## src/rtl/fetch_prefetch_pkg.sv

```systemverilog
// Shared definitions for the buffered fetch stage: queue entry layout, NOP word and reset PC.
package fetch_prefetch_pkg;

    localparam logic [31:0] NOP_INSTR        = 32'h0000_0013;
    localparam logic [31:0] RESET_PC_DEFAULT = 32'h0000_0000;

    typedef struct packed {
        logic [31:0] pc;
        logic [31:0] instr;
    } fetch_entry_t;

    function automatic logic [31:0] word_align(input logic [31:0] addr);
        return {addr[31:2], 2'b00};
    endfunction

endpackage

```

## src/rtl/fetch_prefetch_chk.sv

```systemverilog
// Protocol checks for the prefetch stage: queue never overflows, in-flight requests stay bounded.
module fetch_prefetch_chk #(
    parameter int DEPTH           = 4,
    parameter int MAX_OUTSTANDING = 2
) (
    input logic                                 CLK,
    input logic                                 RST,
    input logic                                 i_q_push,
    input logic                                 i_q_pop,
    input logic [$clog2(DEPTH+1)-1:0]           i_q_count,
    input logic [$clog2(MAX_OUTSTANDING+1)-1:0] i_outstanding
);
    localparam int CW = $clog2(DEPTH + 1);
    localparam int OW = $clog2(MAX_OUTSTANDING + 1);

    a_no_overflow: assert property (@(posedge CLK) disable iff (RST)
        !(i_q_push && !i_q_pop && (i_q_count == CW'(DEPTH))));

    a_outstanding_bound: assert property (@(posedge CLK) disable iff (RST)
        i_outstanding <= OW'(MAX_OUTSTANDING));

endmodule

```

## src/rtl/fetch_prefetch_queue.sv

```systemverilog
// Generic synchronous FIFO with flush; holds fetched entries or in-flight request PCs.
module fetch_queue
    import fetch_prefetch_pkg::*;
#(
    parameter int  DEPTH = 4,
    parameter type T     = fetch_entry_t
) (
    input  logic                       CLK,
    input  logic                       RST,
    input  logic                       i_push,
    input  T                           i_data,
    input  logic                       i_pop,
    input  logic                       i_flush,
    output T                           o_head,
    output logic [$clog2(DEPTH+1)-1:0] o_count
);
    localparam int AW = (DEPTH > 1) ? $clog2(DEPTH) : 1;
    localparam int CW = $clog2(DEPTH + 1);

    T              r_mem [DEPTH];
    logic [AW-1:0] r_rd;
    logic [AW-1:0] r_wr;
    logic [CW-1:0] r_count;
    logic          w_push;
    logic          w_pop;

    function automatic logic [AW-1:0] ptr_next(input logic [AW-1:0] p);
        return (p == AW'(DEPTH - 1)) ? '0 : p + AW'(1);
    endfunction

    // A push into a full queue is only taken when the head leaves in the same cycle.
    assign w_pop  = i_pop && (r_count != '0) && !i_flush;
    assign w_push = i_push && !i_flush && ((r_count != CW'(DEPTH)) || w_pop);

    always_ff @(posedge CLK) begin
        if (RST || i_flush) begin
            r_rd    <= '0;
            r_wr    <= '0;
            r_count <= '0;
        end else begin
            if (w_push) begin
                r_wr <= ptr_next(r_wr);
            end
            if (w_pop) begin
                r_rd <= ptr_next(r_rd);
            end
            r_count <= r_count + CW'(w_push) - CW'(w_pop);
        end
    end

    always_ff @(posedge CLK) begin
        if (w_push) begin
            r_mem[r_wr] <= i_data;
        end
    end

    assign o_head  = r_mem[r_rd];
    assign o_count = r_count;

endmodule

```

## src/rtl/fetch_prefetch.sv

```systemverilog
// Buffered fetch stage: credit-limited imem request issue, in-order response capture into a
// prefetch queue, and redirect handling that discards responses of squashed requests.
module fetch_prefetch
    import fetch_prefetch_pkg::*;
#(
    parameter int          DEPTH           = 4,
    parameter int          MAX_OUTSTANDING = 2,
    parameter logic [31:0] RESET_PC        = RESET_PC_DEFAULT
) (
    input  logic        CLK,
    input  logic        RST,
    input  logic        PC_En,
    input  logic        PC_Src_E,
    input  logic [31:0] PC_Target_E,
    output logic        Imem_Req,
    output logic [31:0] Imem_Addr,
    input  logic        Imem_Gnt,
    input  logic        Imem_RValid,
    input  logic [31:0] Imem_RData,
    output logic        Valid_F,
    input  logic        Ready_D,
    output logic [31:0] Instr_F,
    output logic [31:0] PC_F,
    output logic [31:0] PC_Plus_4_F
);
    localparam int CW = $clog2(DEPTH + 1);
    localparam int OW = $clog2(MAX_OUTSTANDING + 1);

    logic [31:0]   r_pc;
    logic [OW-1:0] r_outstanding;
    logic [OW-1:0] r_discard;

    logic [CW-1:0] w_q_count;
    fetch_entry_t  w_q_head;
    fetch_entry_t  w_q_data;
    logic [OW-1:0] w_f_count;
    logic [31:0]   w_f_pc;
    logic [CW:0]   w_occupancy;
    logic          w_req;
    logic          w_grant;
    logic          w_rvalid;
    logic          w_stale;
    logic          w_fresh;
    logic          w_push;
    logic          w_pop;

    // Credit: every issued request already owns a queue slot, so responses never need stalling.
    assign w_occupancy = {1'b0, w_q_count} + (CW+1)'(r_outstanding);
    assign w_req       = !RST && PC_En && !PC_Src_E
                         && (r_outstanding < OW'(MAX_OUTSTANDING))
                         && (w_occupancy < (CW+1)'(DEPTH));
    assign w_grant     = w_req && Imem_Gnt;
    assign w_rvalid    = Imem_RValid && !RST;
    assign w_stale     = w_rvalid && (r_discard != '0);
    assign w_fresh     = w_rvalid && !w_stale;
    assign w_push      = w_fresh && !PC_Src_E;
    assign w_pop       = Valid_F && Ready_D;

    assign w_q_data.pc    = w_f_pc;
    assign w_q_data.instr = Imem_RData;

    always_ff @(posedge CLK) begin
        if (RST) begin
            r_pc <= RESET_PC;
        end else if (PC_Src_E) begin
            r_pc <= word_align(PC_Target_E);
        end else if (w_grant) begin
            r_pc <= r_pc + 32'd4;
        end else begin
            r_pc <= r_pc;
        end
    end

    // On redirect every request still in flight is stale, except one answered this very cycle.
    always_ff @(posedge CLK) begin
        if (RST) begin
            r_outstanding <= '0;
            r_discard     <= '0;
        end else begin
            r_outstanding <= r_outstanding + OW'(w_grant) - OW'(w_rvalid);
            if (PC_Src_E) begin
                r_discard <= r_outstanding - OW'(w_rvalid);
            end else if (w_stale) begin
                r_discard <= r_discard - OW'(1);
            end else begin
                r_discard <= r_discard;
            end
        end
    end

    fetch_queue #(
        .DEPTH (MAX_OUTSTANDING),
        .T     (logic [31:0])
    ) u_inflight_pc (
        .CLK     (CLK),
        .RST     (RST),
        .i_push  (w_grant),
        .i_data  (r_pc),
        .i_pop   (w_fresh),
        .i_flush (PC_Src_E),
        .o_head  (w_f_pc),
        .o_count (w_f_count)
    );

    fetch_queue #(
        .DEPTH (DEPTH),
        .T     (fetch_entry_t)
    ) u_prefetch_q (
        .CLK     (CLK),
        .RST     (RST),
        .i_push  (w_push),
        .i_data  (w_q_data),
        .i_pop   (w_pop),
        .i_flush (PC_Src_E),
        .o_head  (w_q_head),
        .o_count (w_q_count)
    );

    fetch_prefetch_chk #(
        .DEPTH           (DEPTH),
        .MAX_OUTSTANDING (MAX_OUTSTANDING)
    ) u_chk (
        .CLK           (CLK),
        .RST           (RST),
        .i_q_push      (w_push),
        .i_q_pop       (w_pop),
        .i_q_count     (w_q_count),
        .i_outstanding (w_f_count + r_discard)
    );

    assign Imem_Req  = w_req;
    assign Imem_Addr = r_pc;
    assign Valid_F   = (w_q_count != '0);

    always_comb begin
        Instr_F     = NOP_INSTR;
        PC_F        = 32'd0;
        PC_Plus_4_F = 32'd0;
        if (Valid_F) begin
            Instr_F     = w_q_head.instr;
            PC_F        = w_q_head.pc;
            PC_Plus_4_F = w_q_head.pc + 32'd4;
        end else begin
            Instr_F     = NOP_INSTR;
            PC_F        = 32'd0;
            PC_Plus_4_F = 32'd0;
        end
    end

endmodule
```

## config.mk

```make
export PLATFORM = sky130hd
export DESIGN_NAME = fetch_prefetch
export DESIGN_NICKNAME = d
export VERILOG_FILES = /design/src/rtl/fetch_prefetch_pkg.sv /design/src/rtl/fetch_prefetch_chk.sv /design/src/rtl/fetch_prefetch_queue.sv /design/src/rtl/fetch_prefetch.sv
export SDC_FILE = /design/constraint.sdc
export NUM_CORES = 1
export LEC_CHECK = 0
export CAP_MARGIN = 15
export CELL_PAD_IN_SITES_DETAIL_PLACEMENT = 1
export CELL_PAD_IN_SITES_GLOBAL_PLACEMENT = 1
export CORE_ASPECT_RATIO = 2
export CORE_UTILIZATION = 52
export CTS_BUF_LIST = sky130_fd_sc_hd__clkbuf_8
export CTS_CLUSTER_DIAMETER = 120
export DETAILED_ROUTE_END_ITERATION = 8
export PLACE_DENSITY_LB_ADDON = 0.1
export SYNTH_ARGS = -nofsm -noshare
export SYNTH_HDL_FRONTEND = slang
export SYNTH_HIERARCHICAL = 1
export SYNTH_SLANG_ARGS = --single-unit
```

## constraint.sdc

```tcl
create_clock -name CLK -period 8.9 [get_ports CLK]
set_input_delay 1.78 -clock CLK [delete_from_list [all_inputs] [get_ports CLK]]
set_output_delay 1.78 -clock CLK [all_outputs]
set_load 0.05 [all_outputs]
```

==> Yosys cells after proc, flatten, opt, wreduce, memory -nomap -nowiden <==
Memory sizes are Yosys's and may differ from the RTL's. A register that Yosys moved wholly into a read port is not among the register bits.
Index checks and enable logic that the tools add are counted.
{ "word_totals": {"reg_bits": 47, "ram_bits": 320, "in_bits": 71, "output_inout_bits": 130, "memories": 2} }
{ "mem_list": {"columns": ["memory", "depth", "width", "rd", "rd_clocked_by_memory_dff", "wr", "line", "text"], "rows": [
  ["u_prefetch_q.r_mem", 4, 64, 1, 1, 1, "fetch_prefetch_queue.sv:20", "T r_mem [DEPTH];"],
  ["u_inflight_pc.r_mem", 2, 32, 1, 1, 1, "fetch_prefetch_queue.sv:20", null]
]} }
{ "classes": {"add_sub_neg": 15, "magnitude_cmp": 2, "n_eq_ne": 4, "n_mux": 19, "n_reduce_logical": 30} }
{ "op_table": {"columns": ["op", "n"], "rows": [
  ["$mux 32", 5],
  ["$add 32x3->32 const B", 2],
  ["$logic_and 1x1->1", 18],
  ["$mux 2", 6],
  ["$mux 1", 8],
  ["$reduce_bool 2->1", 4],
  ["$sub 2x1->2", 3],
  ["$add 2x1->2", 2],
  ["$add 2x1->2 const B", 2],
  ["$add 3x2->4", 1],
  ["$eq 2x2->1 const B", 2],
  ["$lt 4x3->1 const B", 1],
  ["$add 3x1->3", 1],
  ["$logic_not 1->1", 3],
  ["$logic_or 1x1->1", 3],
  ["$ne 3x3->1 const B", 1],
  ["$reduce_bool 3->1", 1],
  ["$sub 3x1->3", 1],
  ["$add 1x1->1 const B", 2],
  ["$lt 2x2->1 const B", 1],
  ["$ne 2x2->1 const B", 1],
  ["$reduce_or 2->1", 1],
  ["$sub 2x1->2 const B", 1]
]} }

==> Longest topological paths before layout <==
{ "depth": {"ltp_word": 11, "depth_mapped": 13, "mapped_depth_nobuf": 12} }

==> Hierarchy <==
The synthesis kept the hierarchy.
{ "by_module_without_submodules": {"columns": ["module", "n_inst", "cells_per_inst", "area_each_um2", "seq_area_each_um2"], "rows": [
  ["fetch_queue at u_prefetch_q", 1, 384, 9796.9, 7867.5],
  ["fetch_prefetch", 1, 452, 3200.6, 680.7],
  ["fetch_queue at u_inflight_pc", 1, 126, 2555.0, 2021.9]
]} }

==> Least setup slack after synthesis <==
No wires, ideal clock.
{ "synth_path": {"path_type": "input-to-reg", "start": "input RST", "end": "memory u_inflight_pc/r_mem[1][0] in the netlist's numbering, enable pin", "setup_time_ns": 0.468, "arrival_ns": 5.092, "t_required_ns": 8.432, "path_slack_ns": 3.341, "stages": 7, "path_cell_list": "nor2_1 > nand4_4 > inv_2 > buf_6 > buf_4 > nand2b_4 > nor3b_1"} }
{ "synth_rtl": {"columns": ["element", "line", "text"], "rows": [
  ["start: declaration", "fetch_prefetch.sv:11", "input logic RST,"],
  ["$logic_not 1->1", "fetch_prefetch.sv:49", "assign w_req = !RST && PC_En && !PC_Src_E"],
  ["$logic_and 1x1->1 (2 in series)", "fetch_prefetch.sv:49", null],
  ["$logic_and 1x1->1", "fetch_prefetch.sv:50", "&& (r_outstanding < OW'(MAX_OUTSTANDING))"],
  ["$logic_and 1x1->1", "fetch_prefetch.sv:51", "&& (w_occupancy < (CW+1)'(DEPTH));"],
  ["$logic_and 1x1->1", "fetch_prefetch.sv:52", "assign w_grant = w_req && Imem_Gnt;"],
  ["via w_grant", "fetch_prefetch.sv:40", "logic w_grant;"],
  ["$logic_and 1x1->1 (2 in series)", "fetch_prefetch_queue.sv:33", "assign w_push = i_push && !i_flush && ((r_count != CW'(DEPTH)) || w_pop);"],
  ["$mux 1", "fetch_prefetch_queue.sv:52", "if (w_push) begin"],
  ["$mux 1 (not written as such)", "fetch_prefetch_queue.sv:53", "r_mem[r_wr] <= i_data;"],
  ["end: declaration", "fetch_prefetch_queue.sv:20", null]
]} }
The timed path passes the listed nets, and every way through them passes these cells.

==> metrics.cfg <==
[outcome]
status = complete, no violations

[sta]
rsz0062_at_grt = false
fmax_mhz = 154
hold_slack_ns = 0.505
worst-slew-pin-transition_ns = 1.06
final.setup.tns_ns = 0
slew_violations = 0
timing.final.hold_violations = 0
finalCriticalPeriod_ns = 6.48
finalSetupViolations = 0
max-slew-margin-rel_pct = 29.6
layout_setup_ws_ns = 2.42
min_period_over_period_pct = 72.8
finalClockSkew_ns = 0.0164

[clock_tree]
clock_path_buffers = 3
cts_setup_buffers = 0
cts-root-buf = clkbuf_8
clk_latency_ns = 0.59
cts_hold_buf = 0
cts.htree.levels = 2
clk_pin_slew_ns = 0.06
numClockSinks = 368
cts_tree = built
cts_made_buffers = 49
cts-resized-gates = 0

[global_route]
grt_max_degree = 67
grt_pass1_vias = 9906
grt_antenna_before_repair = 1
grt_pass1_wl_um = 55600
grt_usage_pct = 23.7
grt_overflow = 0

[yosys]
netlist-cell-type-count = 62
ys_seq_elements = 368
ys.flop_type = edfxtp_1
yosysMostFrequentCell = edfxtp_1
async_flop_share_pct = 0
yosysWarnings = 6
synth_edf_count = 320
synth_cells = 962
yosysTopAreaCell = edfxtp_1
syn_area_per_cell_um2 = 16.2
synthTopCellsByCount = edfxtp_1, and2_1, nor2_1
yosys.area.top_type_share_pct = 61.8
synth-seq-area-share_pct = 68.0
synth.area.top_cells = edfxtp_1, mux4_2, dfxtp_1
syn_area_um2 = 15600

[finish]
area_growth_pct = 20.8
stdcell_area_um2 = 18800
fill_cells = 2689
final_nets = 1265
post-route-util_pct = 63.7
final_cells = 1582
drive_gt1_share_pct = 15.8

[placed_design]
dp_cells = 1491
dp_hpwl_um = 23400
pre_cts_ws_ns = 2.94
gp_congestion = 0.811
port_buffers = 196
place_area_um2 = 17800

[worst_hold_path]
min_from = u_prefetch_q/r_rd[1]
min_path_type = flip-flop to flip-flop

[worst_setup_path]
setup.worst_path.end = PC_Plus_4_F[30]
reg2reg_slack_ns = 4.97
cp.required_ns = 7.12
r2r-end = u_prefetch_q/r_mem[0][29]
path_class = flip-flop to primary output
arrival_ns = 4.70
reg2reg_from = u_prefetch_q/o_count[2]
worstSetupStartpointType = flip-flop
cp_max_fo = 34
worst-r2r-cell-count = 7
crit_path_end_kind = primary output

[floorplan]
die_h_um = 247
fp.dieW_um = 124
core_um2 = 29500
die-area_um2 = 30600
initial_utilization_pct = 52.7
ios = 201
rows = 89

[flow_run]
maxCapViolCount = 0

[route]
drt_first_iter_violations = 309
viasPerCell = 5.69
num_vias = 9005
routed_wl_um = 35700
drtPass1Iterations = 4
ant_nets = 0
drc = 0
avgRoutedWirePerCell_um = 22.6

[power_and_ir_drop]
power.density_nw_per_um2 = 180
p_int_mw = 2.63
switchingPower_mw = 0.746
switching_share_pct = 22.1
finalPower_mw = 3.38
combinationalPowerShare_pct = 5.1
clkPwrFrac_pct = 38.5
vdd_drop_max_v = 0.000119
pwr-share-seq_pct = 56.4
power_leakage_nw = 6.13

how the worst min path moves through the flow:
stage           endpoint  slack, ns  cells after the start
6_report       flip-flop       0.50                      2
3_5_place_dp   flip-flop       0.50                      2
2_1_floorplan  flip-flop       0.45                      2
4_1_cts        flip-flop       0.51                      2
5_1_grt        flip-flop       0.54                      2
3_3_place_gp   flip-flop       0.48                      2
metal layers:
metal	up-vias	routed length (µm)	GRT usage (%)	part of all wire (%)
met4	0	848	8.36	2.4
li1	4136	-	-	-
met5	-	0	0	0
met2	238	20300	45.9	57
met1	4579	13300	26.0	37
met3	52	1230	3.26	3.5
placed cells by master, fill, tap and decap left out, types with 5 or more instances in the layout:
cell and n:
mux2i_1 7, ha_1 15, mux2_2 27, or3_1 8, xnor2_1 12, mux4_2 60
a211oi_1 6, and2_1 71, nand3_1 23, nor3_1 11, a31oi_1 9, bufinv_16 5
xor2_1 29, and4_1 5, buf_4 9, clkinv_1 7, edfxtp_1 320, nor4_1 5
clkdlybuf4s50_1 196, inv_1 33, clkbuf_8 51, a21oi_1 18, nand2_1 46, dfxtp_1 46
nor2_1 64, clkinv_2 11, o21ai_0 14, o211ai_1 5, mux2_1 8, conb_1 6
and3_1 9, nand4_1 23
kinds of logic (layout without fill, tap and decap cells):
| family | count (synthesis) | in the layout | synth area share [%] |
|---|---|---|---|
| AOI/OAI and AO/OA | 68 | 68 | 2.78 |
| xor gates and xnor gates | 41 | 41 | 2.31 |
| adders and majority gates | 16 | 16 | 1.34 |
| buffers and inverters | 66 | 316 | 2.53 |
| DFF | 368 | 368 | 68.0 |
| muxes | 106 | 106 | 12.3 |
| other | 1 | 7 | 0.0241 |
| and+or+nand+nor | 296 | 296 | 10.7 |
area by class of cell:
cell class,instances,area [µm²],area share (%)
flip-flops and latches,368,10600,56.3
multi-input cells,533,4630,24.7
repair buffers,206,2050,10.9
clock buffers,51,702,3.74
well taps,364,455,2.42
clock inverters,39,295,1.57
inverters,20,75.1,0.400
diodes,1,2.50,0.0133
sequential cells by signal, summed over array words and instances (netlist names), named ones only:
signal,flops
Imem_Addr,30
r_discard,2
r_outstanding,2
u_inflight_pc/o_count,2
u_inflight_pc/r_mem,64
u_inflight_pc/r_rd,1
u_inflight_pc/r_wr,1
u_prefetch_q/o_count,3
u_prefetch_q/r_mem,256
u_prefetch_q/r_rd,2
u_prefetch_q/r_wr,2
worst max-delay path: stages, from the launching register on:
cell and delay [ns]:
dfxtp_4 0.81, mux4_2 0.43, ha_1 0.23, nand4_1 0.24
nor4_2 0.96, nand4_1 0.24, xor2_1 0.22, nor2_1 0.11
clkdlybuf4s50_1 0.84
power groups by stage:
stage / logic (mW) / clock network [mW] / registers [mW]
after detailed placement: 0.173 / 0 / 1.94
after global routing: 0.184 / 1.40 / 1.91
after floorplan: 0.0682 / 0 / 1.96
after global placement: 0.169 / 0 / 1.94
after CTS: 0.174 / 1.34 / 1.91
final: 0.173 / 1.30 / 1.91
No activity file was read; power rests on OpenSTA's default activity.
